[src/rtl/cla_serial_subtractor.sv]
// Multi-word subtractor D = A - B - Bin, one 16-bit carry-lookahead slice per clock.
// Define SUB_FLAGS_EN to build the Zero/Neg/Ovf flag registers; otherwise they read 0.
module cla_serial_subtractor #(
    parameter int WIDTH = 32
) (
    input  logic             Clk,
    input  logic             Reset,
    input  logic             Start,
    input  logic [WIDTH-1:0] A,
    input  logic [WIDTH-1:0] B,
    input  logic             Bin,
    output logic             Busy,
    output logic             Done,
    output logic [WIDTH-1:0] D,
    output logic             Bout,
    output logic             Zero,
    output logic             Neg,
    output logic             Ovf
);

    localparam int N     = WIDTH / 16;
    localparam int IDX_W = (N > 1) ? $clog2(N) : 1;

    typedef enum logic {IDLE, RUN} state_t;

    state_t             state_q, state_d;
    logic [WIDTH-1:0]   a_q, a_d;
    logic [WIDTH-1:0]   b_q, b_d;
    logic [WIDTH-1:0]   d_q, d_d;
    logic [IDX_W-1:0]   idx_q, idx_d;
    logic               carry_q, carry_d;
    logic               done_q, done_d;
    logic               bout_q, bout_d;

    logic [15:0]        cla_a, cla_b, cla_sum;
    logic               cla_cin, cla_cout;
    logic               last_slice, finish;

    // ---------------- 16-bit carry-lookahead slice ----------------
    logic [15:0] g, p, c;
    logic [3:0]  grp_g, grp_p, grp_c;

    assign g = cla_a & cla_b;
    assign p = cla_a ^ cla_b;

    genvar gi;
    generate
        for (gi = 0; gi < 4; gi++) begin : g_grp
            assign c[4*gi]   = grp_c[gi];
            assign c[4*gi+1] = g[4*gi] | (p[4*gi] & grp_c[gi]);
            assign c[4*gi+2] = g[4*gi+1] | (p[4*gi+1] & g[4*gi])
                             | (p[4*gi+1] & p[4*gi] & grp_c[gi]);
            assign c[4*gi+3] = g[4*gi+2] | (p[4*gi+2] & g[4*gi+1])
                             | (p[4*gi+2] & p[4*gi+1] & g[4*gi])
                             | (p[4*gi+2] & p[4*gi+1] & p[4*gi] & grp_c[gi]);
            assign grp_g[gi] = g[4*gi+3] | (p[4*gi+3] & g[4*gi+2])
                             | (p[4*gi+3] & p[4*gi+2] & g[4*gi+1])
                             | (p[4*gi+3] & p[4*gi+2] & p[4*gi+1] & g[4*gi]);
            assign grp_p[gi] = &p[4*gi +: 4];
        end
    endgenerate

    // Second lookahead level across the four 4-bit groups.
    assign grp_c[0] = cla_cin;
    assign grp_c[1] = grp_g[0] | (grp_p[0] & cla_cin);
    assign grp_c[2] = grp_g[1] | (grp_p[1] & grp_g[0]) | (grp_p[1] & grp_p[0] & cla_cin);
    assign grp_c[3] = grp_g[2] | (grp_p[2] & grp_g[1]) | (grp_p[2] & grp_p[1] & grp_g[0])
                    | (grp_p[2] & grp_p[1] & grp_p[0] & cla_cin);
    assign cla_cout = grp_g[3] | (grp_p[3] & grp_g[2]) | (grp_p[3] & grp_p[2] & grp_g[1])
                    | (grp_p[3] & grp_p[2] & grp_p[1] & grp_g[0])
                    | (grp_p[3] & grp_p[2] & grp_p[1] & grp_p[0] & cla_cin);
    assign cla_sum  = p ^ c;

    // ---------------- Slice operand selection ----------------
    always_comb begin
        cla_a = '0;
        cla_b = '0;
        for (int i = 0; i < N; i++) begin
            if (idx_q == IDX_W'(i)) begin
                cla_a = a_q[16*i +: 16];
                cla_b = ~b_q[16*i +: 16];
            end
        end
    end

    assign cla_cin    = carry_q;
    assign last_slice = (idx_q == IDX_W'(N - 1));
    assign finish     = (state_q == RUN) && last_slice;

    // ---------------- Control FSM and datapath next-state ----------------
    always_comb begin
        state_d = state_q;
        a_d     = a_q;
        b_d     = b_q;
        d_d     = d_q;
        idx_d   = idx_q;
        carry_d = carry_q;
        done_d  = 1'b0;
        bout_d  = bout_q;
        case (state_q)
            IDLE: begin
                if (Start) begin
                    a_d     = A;
                    b_d     = B;
                    carry_d = ~Bin;
                    idx_d   = '0;
                    d_d     = '0;
                    state_d = RUN;
                end
            end
            RUN: begin
                for (int i = 0; i < N; i++) begin
                    if (idx_q == IDX_W'(i)) d_d[16*i +: 16] = cla_sum;
                end
                carry_d = cla_cout;
                idx_d   = idx_q + 1'b1;
                if (last_slice) begin
                    bout_d  = ~cla_cout;
                    done_d  = 1'b1;
                    idx_d   = '0;
                    state_d = IDLE;
                end
            end
            default: state_d = IDLE;
        endcase
    end

    always_ff @(posedge Clk or posedge Reset) begin
        if (Reset) begin
            state_q <= IDLE;
            a_q     <= '0;
            b_q     <= '0;
            d_q     <= '0;
            idx_q   <= '0;
            carry_q <= 1'b1;
            done_q  <= 1'b0;
            bout_q  <= 1'b0;
        end else begin
            state_q <= state_d;
            a_q     <= a_d;
            b_q     <= b_d;
            d_q     <= d_d;
            idx_q   <= idx_d;
            carry_q <= carry_d;
            done_q  <= done_d;
            bout_q  <= bout_d;
        end
    end

    assign Busy = (state_q == RUN);
    assign Done = done_q;
    assign D    = d_q;
    assign Bout = bout_q;

`ifdef SUB_FLAGS_EN
    logic zero_q, zero_d;
    logic neg_q, neg_d;
    logic ovf_q, ovf_d;

    // Flags are evaluated on the completed difference as it is written.
    always_comb begin
        zero_d = zero_q;
        neg_d  = neg_q;
        ovf_d  = ovf_q;
        if (finish) begin
            zero_d = (d_d == '0);
            neg_d  = d_d[WIDTH-1];
            ovf_d  = (a_q[WIDTH-1] != b_q[WIDTH-1]) && (d_d[WIDTH-1] != a_q[WIDTH-1]);
        end
    end

    always_ff @(posedge Clk or posedge Reset) begin
        if (Reset) begin
            zero_q <= 1'b0;
            neg_q  <= 1'b0;
            ovf_q  <= 1'b0;
        end else begin
            zero_q <= zero_d;
            neg_q  <= neg_d;
            ovf_q  <= ovf_d;
        end
    end

    assign Zero = zero_q;
    assign Neg  = neg_q;
    assign Ovf  = ovf_q;
`else
    assign Zero = 1'b0;
    assign Neg  = 1'b0;
    assign Ovf  = 1'b0;
`endif

endmodule

[config.mk]
export PLATFORM = sky130hd
export DESIGN_NAME = cla_serial_subtractor
export DESIGN_NICKNAME = d
export VERILOG_FILES = /design/src/rtl/cla_serial_subtractor.sv
export SDC_FILE = /design/constraint.sdc
export NUM_CORES = 1
export LEC_CHECK = 0
export CAP_MARGIN = 10
export CORE_ASPECT_RATIO = 0.9
export CORE_MARGIN = 5
export CORE_UTILIZATION = 50
export CTS_CLUSTER_SIZE = 10
export DETAILED_ROUTE_END_ITERATION = 10
export GPL_TIMING_DRIVEN = 0
export MAX_ROUTING_LAYER = met4
export PLACE_DENSITY = 0.77
export SETUP_SLACK_MARGIN = 0.02
export SYNTH_ARGS = -nofsm -noshare
export SYNTH_HDL_FRONTEND = slang
export SYNTH_SLANG_ARGS = --single-unit
[constraint.sdc]
create_clock -name Clk -period 11 [get_ports Clk]
set_input_delay 2.2 -clock Clk [delete_from_list [all_inputs] [get_ports Clk]]
set_output_delay 2.2 -clock Clk [all_outputs]
set_load 0.05 [all_outputs]
# ---- Word level (Yosys, flattened, before mapping)
# Cells that the tools add are included.
dict set report op_classes {
  add_sub_neg 1
  n_eq_ne 3
  muxes 16
  bitwise_logic 126
  reduce_logical 8
}
# cell count
set op_table {}
lappend op_table {{1-bit AND} 72}
lappend op_table {{16-bit 2-to-1 mux} 4}
lappend op_table {{32-bit one-hot mux with 2 select lines} 1}
lappend op_table {{1-bit bitwise OR} 46}
lappend op_table {{32-bit 2-to-1 mux} 1}
lappend op_table {{16-bit inverter} 2}
lappend op_table {{16-bit XOR} 2}
lappend op_table {{16-bit AND} 1}
lappend op_table {{4-bit AND reduction} 4}
lappend op_table {{2-bit AND reduction} 4}
lappend op_table {{1-bit 2-to-1 mux} 7}
lappend op_table {{1-bit one-hot mux with 2 select lines} 3}
lappend op_table {{2-bit != test (second input constant)} 2}
lappend op_table {{1-bit inverter} 3}
lappend op_table {{2-bit by 1-bit != test with 1-bit output (second input constant)} 1}
lappend op_table {{1-bit adder (second input constant)} 1}
dict set report totals {
  regBits 101
  inputBits 68
  out_inout_bits 38
  word_cells 163
}

# ---- Depth between registers and ports, before layout
dict set report logic_depth {
  depth_word 16
  mapped_depth 14
  depth_no_buf 11
}

# ---- Worst setup path after synthesis
# OpenSTA, ideal clock, no wires.
dict set report synth_timing {
  path_kind {reg-to-reg}
  from {register idx_q}
  to {register d_q[29] (netlist: D[29])}
  setup_ns 0.083
  t_arrival_ns 3.458
  required_ns 10.917
  path_slack_ns 7.459
  path_stages_with_launch 15
  n_path_buf 4
  period_less_slack_ns 3.541
  cell_sequence {dfrtp_1 -> clkbuf_1 -> clkbuf_1 -> mux2_2 -> ha_1 -> buf_2 -> nand4_1 -> nor3_1 -> and2_1 -> clkbuf_1 -> nor2_1 -> fa_1 -> xnor2_1 -> nand2_1 -> o21ai_0}
}
dict set report synth_between {
  elab_chain_len 15
  word_cells_on_any_way 46
  cone_classes {1 x eq/ne; 4 x mux; 37 x bitwise; 4 x reduce/logical}
}
# item line
set synth_lines {}
lappend synth_lines {{from (decl)} 30} ;# logic [IDX_W-1:0] idx_q, idx_d;
lappend synth_lines {{from (signal assigned)} 143} ;# idx_q <= idx_d;
lappend synth_lines {{16-bit 2-to-1 mux} 79} ;# if (idx_q == IDX_W'(i)) begin
lappend synth_lines {{16-bit XOR or 16-bit AND (tied branches)} {44, 43}}
lappend synth_lines {{1-bit AND (on tied branches)} {56, 57, 58}}
lappend synth_lines {{1-bit bitwise OR (tied with other cells)} 56} ;# assign grp_g[gi] = g[4*gi+3] | (p[4*gi+3] & g[4*gi+2])
lappend synth_lines {{1-bit bitwise OR or 1-bit AND (tied branches)} {57, 58}}
lappend synth_lines {{1-bit bitwise OR} 58} ;# | (p[4*gi+3] & p[4*gi+2] & p[4*gi+1] & g[4*gi]);
lappend synth_lines {{1-bit AND} 67} ;# assign grp_c[3] = grp_g[2] | (grp_p[2] & grp_g[1]) | (grp_p[2] & grp_p[1] & grp_g[0])
lappend synth_lines {{1-bit bitwise OR (2 in a row)} 67}
lappend synth_lines {{1-bit bitwise OR} 68} ;# | (grp_p[2] & grp_p[1] & grp_p[0] & cla_cin);
lappend synth_lines {{1-bit AND} 50} ;# assign c[4*gi+1] = g[4*gi] | (p[4*gi] & grp_c[gi]);
lappend synth_lines {{1-bit bitwise OR} 50}
lappend synth_lines {{16-bit XOR} 72} ;# assign cla_sum = p ^ c;
lappend synth_lines {{16-bit 2-to-1 mux} 113} ;# if (idx_q == IDX_W'(i)) d_d[16*i +: 16] = cla_sum;
lappend synth_lines {{32-bit one-hot mux with 2 select lines} 100} ;# case (state_q)
lappend synth_lines {{to (signal assigned)} 133} ;# d_q <= '0;
lappend synth_lines {{to (signal assigned)} 142} ;# d_q <= d_d;
lappend synth_lines {{to (decl)} 29} ;# logic [WIDTH-1:0] d_q, d_d;
# Parallel ways exist; a longest one is shown, timed or not. The select of a mux whose other input is x is not followed.
# A chain may end at the register's enable or synchronous reset.

# ---- Final worst setup path
# Ends and elaborated chain as after synthesis.

==> results.md <==
- Nets: 630
- Synth top cells by count: dfrtp_1 (100), mux2_2 (77), nand2_1 (38)
- CP arrival: 4780 ps
- Vias in the first global route: 3962
- Critical path required time: 11260 ps
- Leading area contributor after synthesis: dfrtp_1
- Setup violations, final: 0
- Top cell type's share of synthesized area: 49.6%
- Synth unique cells: 51
- Worst hold path stage count: 2
- WHS Endpoint: D[25]
- Fin Hold WS: 486 ps
- Fill count: 769
- Hold Fails Final Rpt: 0
- Setup WS pre-CTS: 6460 ps
- Sequential share of the synthesized area: 50.1%
- Via count: 3770
- Setup bufs post-CTS: 0
- Antenna viol nets, final: 0
- Routed WL: 12300 um
- Ys Warns: 0
- Post-CTS resize count: 0
- Final Util: 67.0%
- Num rows: 34
- Relative slew margins: 42.4%
- Reg2Reg Setup Slack: 6480 ps
- CTS Buffer Depth: 2
- Final worst path period share: 41.1%
- Clock Latency Late Sink: 340 ps
- Final worst slack: 6480 ps
- TNS Setup: 0 ps
- Clock Skews: 7.67 ps
- 1st-pass router iterations: 4
- MaxCap Viol Count: 0
- CP Launch Type: flip-flop
- GRT met3 Usage: 3.15%
- CP Max Fanout: 10
- Number of antenna diodes: 0
- Initial antenna violation count: 0
- Detailed placer's ending HPWL: 9500 um
- Largest cells by area after synthesis: dfrtp_1 (50%), mux2_2 (17%), mux2i_1 (4.4%), ha_1 (4.0%), nand2_1 (2.8%)
- Area of the mapped netlist: 0.00505 sq mm
- Hold Crit Start: D[25]
- Total CTS buffers: 9
- Slew @ Worst Pin: 863 ps
- GR Util All Layers: 21.5%
- Count leader, synth: dfrtp_1
- FF-to-FF Start: idx_q
- Hold Buf Count CTS: 0
- Die footprint: 0.0122 sq mm
- Die X: 116 um
- Post-route minimum period: 4520 ps
- Wire per inst: 18.3 um
- DRC: 0
- First-pass GRT wire length: 20200 um
- Async SR Flop Fraction: 100%
- Fraction of layout cells with a size suffix above 1: 19.0%
- Fin. max-slew vios: 0
- Largest net degree at the start of global routing: 72
- Core footprint: 0.00978 sq mm
- Most used routing layer in global routing: met2
- Syn Inst Count: 426
- Top FF cell, synth: dfrtp_1
- H-tree depth: 3
- CTS tree: built
- Clock Sinks: 101
- Tightest Hold Check Type: flip-flop to flip-flop
- F_max: 0.221 GHz
- Post-synth EDFFs: 0
- CTS clk-pin slew, worst paths: 70 ps
- Clk root buf: clkbuf_16
- Starting Density: 51.6%
- GRT met2 Usage: 32.6%
- FF+latch count, synth: 101
- # IOs: 106
- Grt total ovfl: 0
- Setup CP Type: flip-flop to flip-flop
- Vias/cell: 5.60
- Mean Syn Cell Area: 11.9 sq um
- DR iter-0 viols: 214
- Met1 Use GR: 30.1%
- Die Ht: 105 um
- RSZ-0062 raised after global routing: false
- Port Buf Inserts: 102
- Number of cells on the worst reg-to-reg path: 14
- GP Congestion: 0.875
- Layout area overhead: 29.7%
- CP Capture Type: flip-flop
- Crit Reg-Reg Endpoint: D[29]
- Status: finished, final reports clean
final cells by class:
class	count	area [sq um]	share of cell area, %
Buffer	25	114	1.74
Inverter	12	47.5	0.726
Clock buffer	11	243	3.71
Multi-Input combinational cell	290	2370	36.2
Sequential cell	101	2530	38.6
Tap cell	126	158	2.41
Clock inverter	5	42.5	0.649
Timing Repair Buffer	103	1050	16.0
layout by cell type, fill, tap and decap left out, drive strengths merged, types with 7 or more instances in the layout:
| master | count |
|---|---|
| o21ai | 25 |
| nand3 | 7 |
| nor2 | 7 |
| a21oi | 13 |
| mux2i | 22 |
| inv | 15 |
| ha | 16 |
| clkbuf | 31 |
| clkdlybuf4s50 | 102 |
| dfrtp | 100 |
| mux2 | 77 |
| nand2 | 38 |
sequential cells by signal, indices dropped and copies added (netlist names):
signal	cells
D	32
a_q	32
b_q	32
Bout	1
Busy	1
Done	1
carry_q	1
idx_q	1
stage by stage:
stage,cells,area [sq um]
2_1_floorplan,428,5060
3_3_place_gp,656,6240
3_5_place_dp,657,6270
4_1_cts,673,6550
5_1_grt,673,6550
6_report,673,6550
routing by layer:
layer	vias up	routed length, um
li1	1765	-
met1	1841	5710
met2	141	5650
met3	23	735
met4	0	232
met5	-	0
how the worst max path moves through the flow:
stage	start	endpoint	slack [ps]	cells past startpoint
2_1_floorplan	Reset	Bout	6150	1
3_3_place_gp	Reset	b_q[13]	4780	2
3_5_place_dp	Start	a_q[29]	6460	5
4_1_cts	idx_q	D[29]	6500	14
5_1_grt	idx_q	D[13]	6190	14
6_report	idx_q	D[29]	6480	14
cells by family (layout without fill, tap and decap cells):
kind of cell             Yosys count  after routing  share of synthesized area [%]
flip-flops                       101            101                           50.1
other                              1              3                         0.0743
AND/OR/NAND/NOR                   79             79                           7.33
multiplexers                      99             99                           21.5
buffers and inverters             37            156                           3.15
XOR/XNOR                           7              7                           1.21
adder cells (fa/ha/maj)           20             20                           5.55
AO/OA/AOI/OAI                     82             82                           11.1
critical path, cell delays in order (launching register included):
cell and delay (ps):
dfrtp_1 320, clkbuf_1 360, clkbuf_1 700, mux2_2 420, ha_1 270, buf_2 160
nand4_1 170, nor3_1 520, and2_1 200, clkbuf_1 280, nor2_1 110, fa_1 390
xnor2_1 250, nand2_1 110, o21ai_0 170
Power is not shown: default switching activity piles up to over one toggle a cycle in this logic, so the estimate is an artifact.
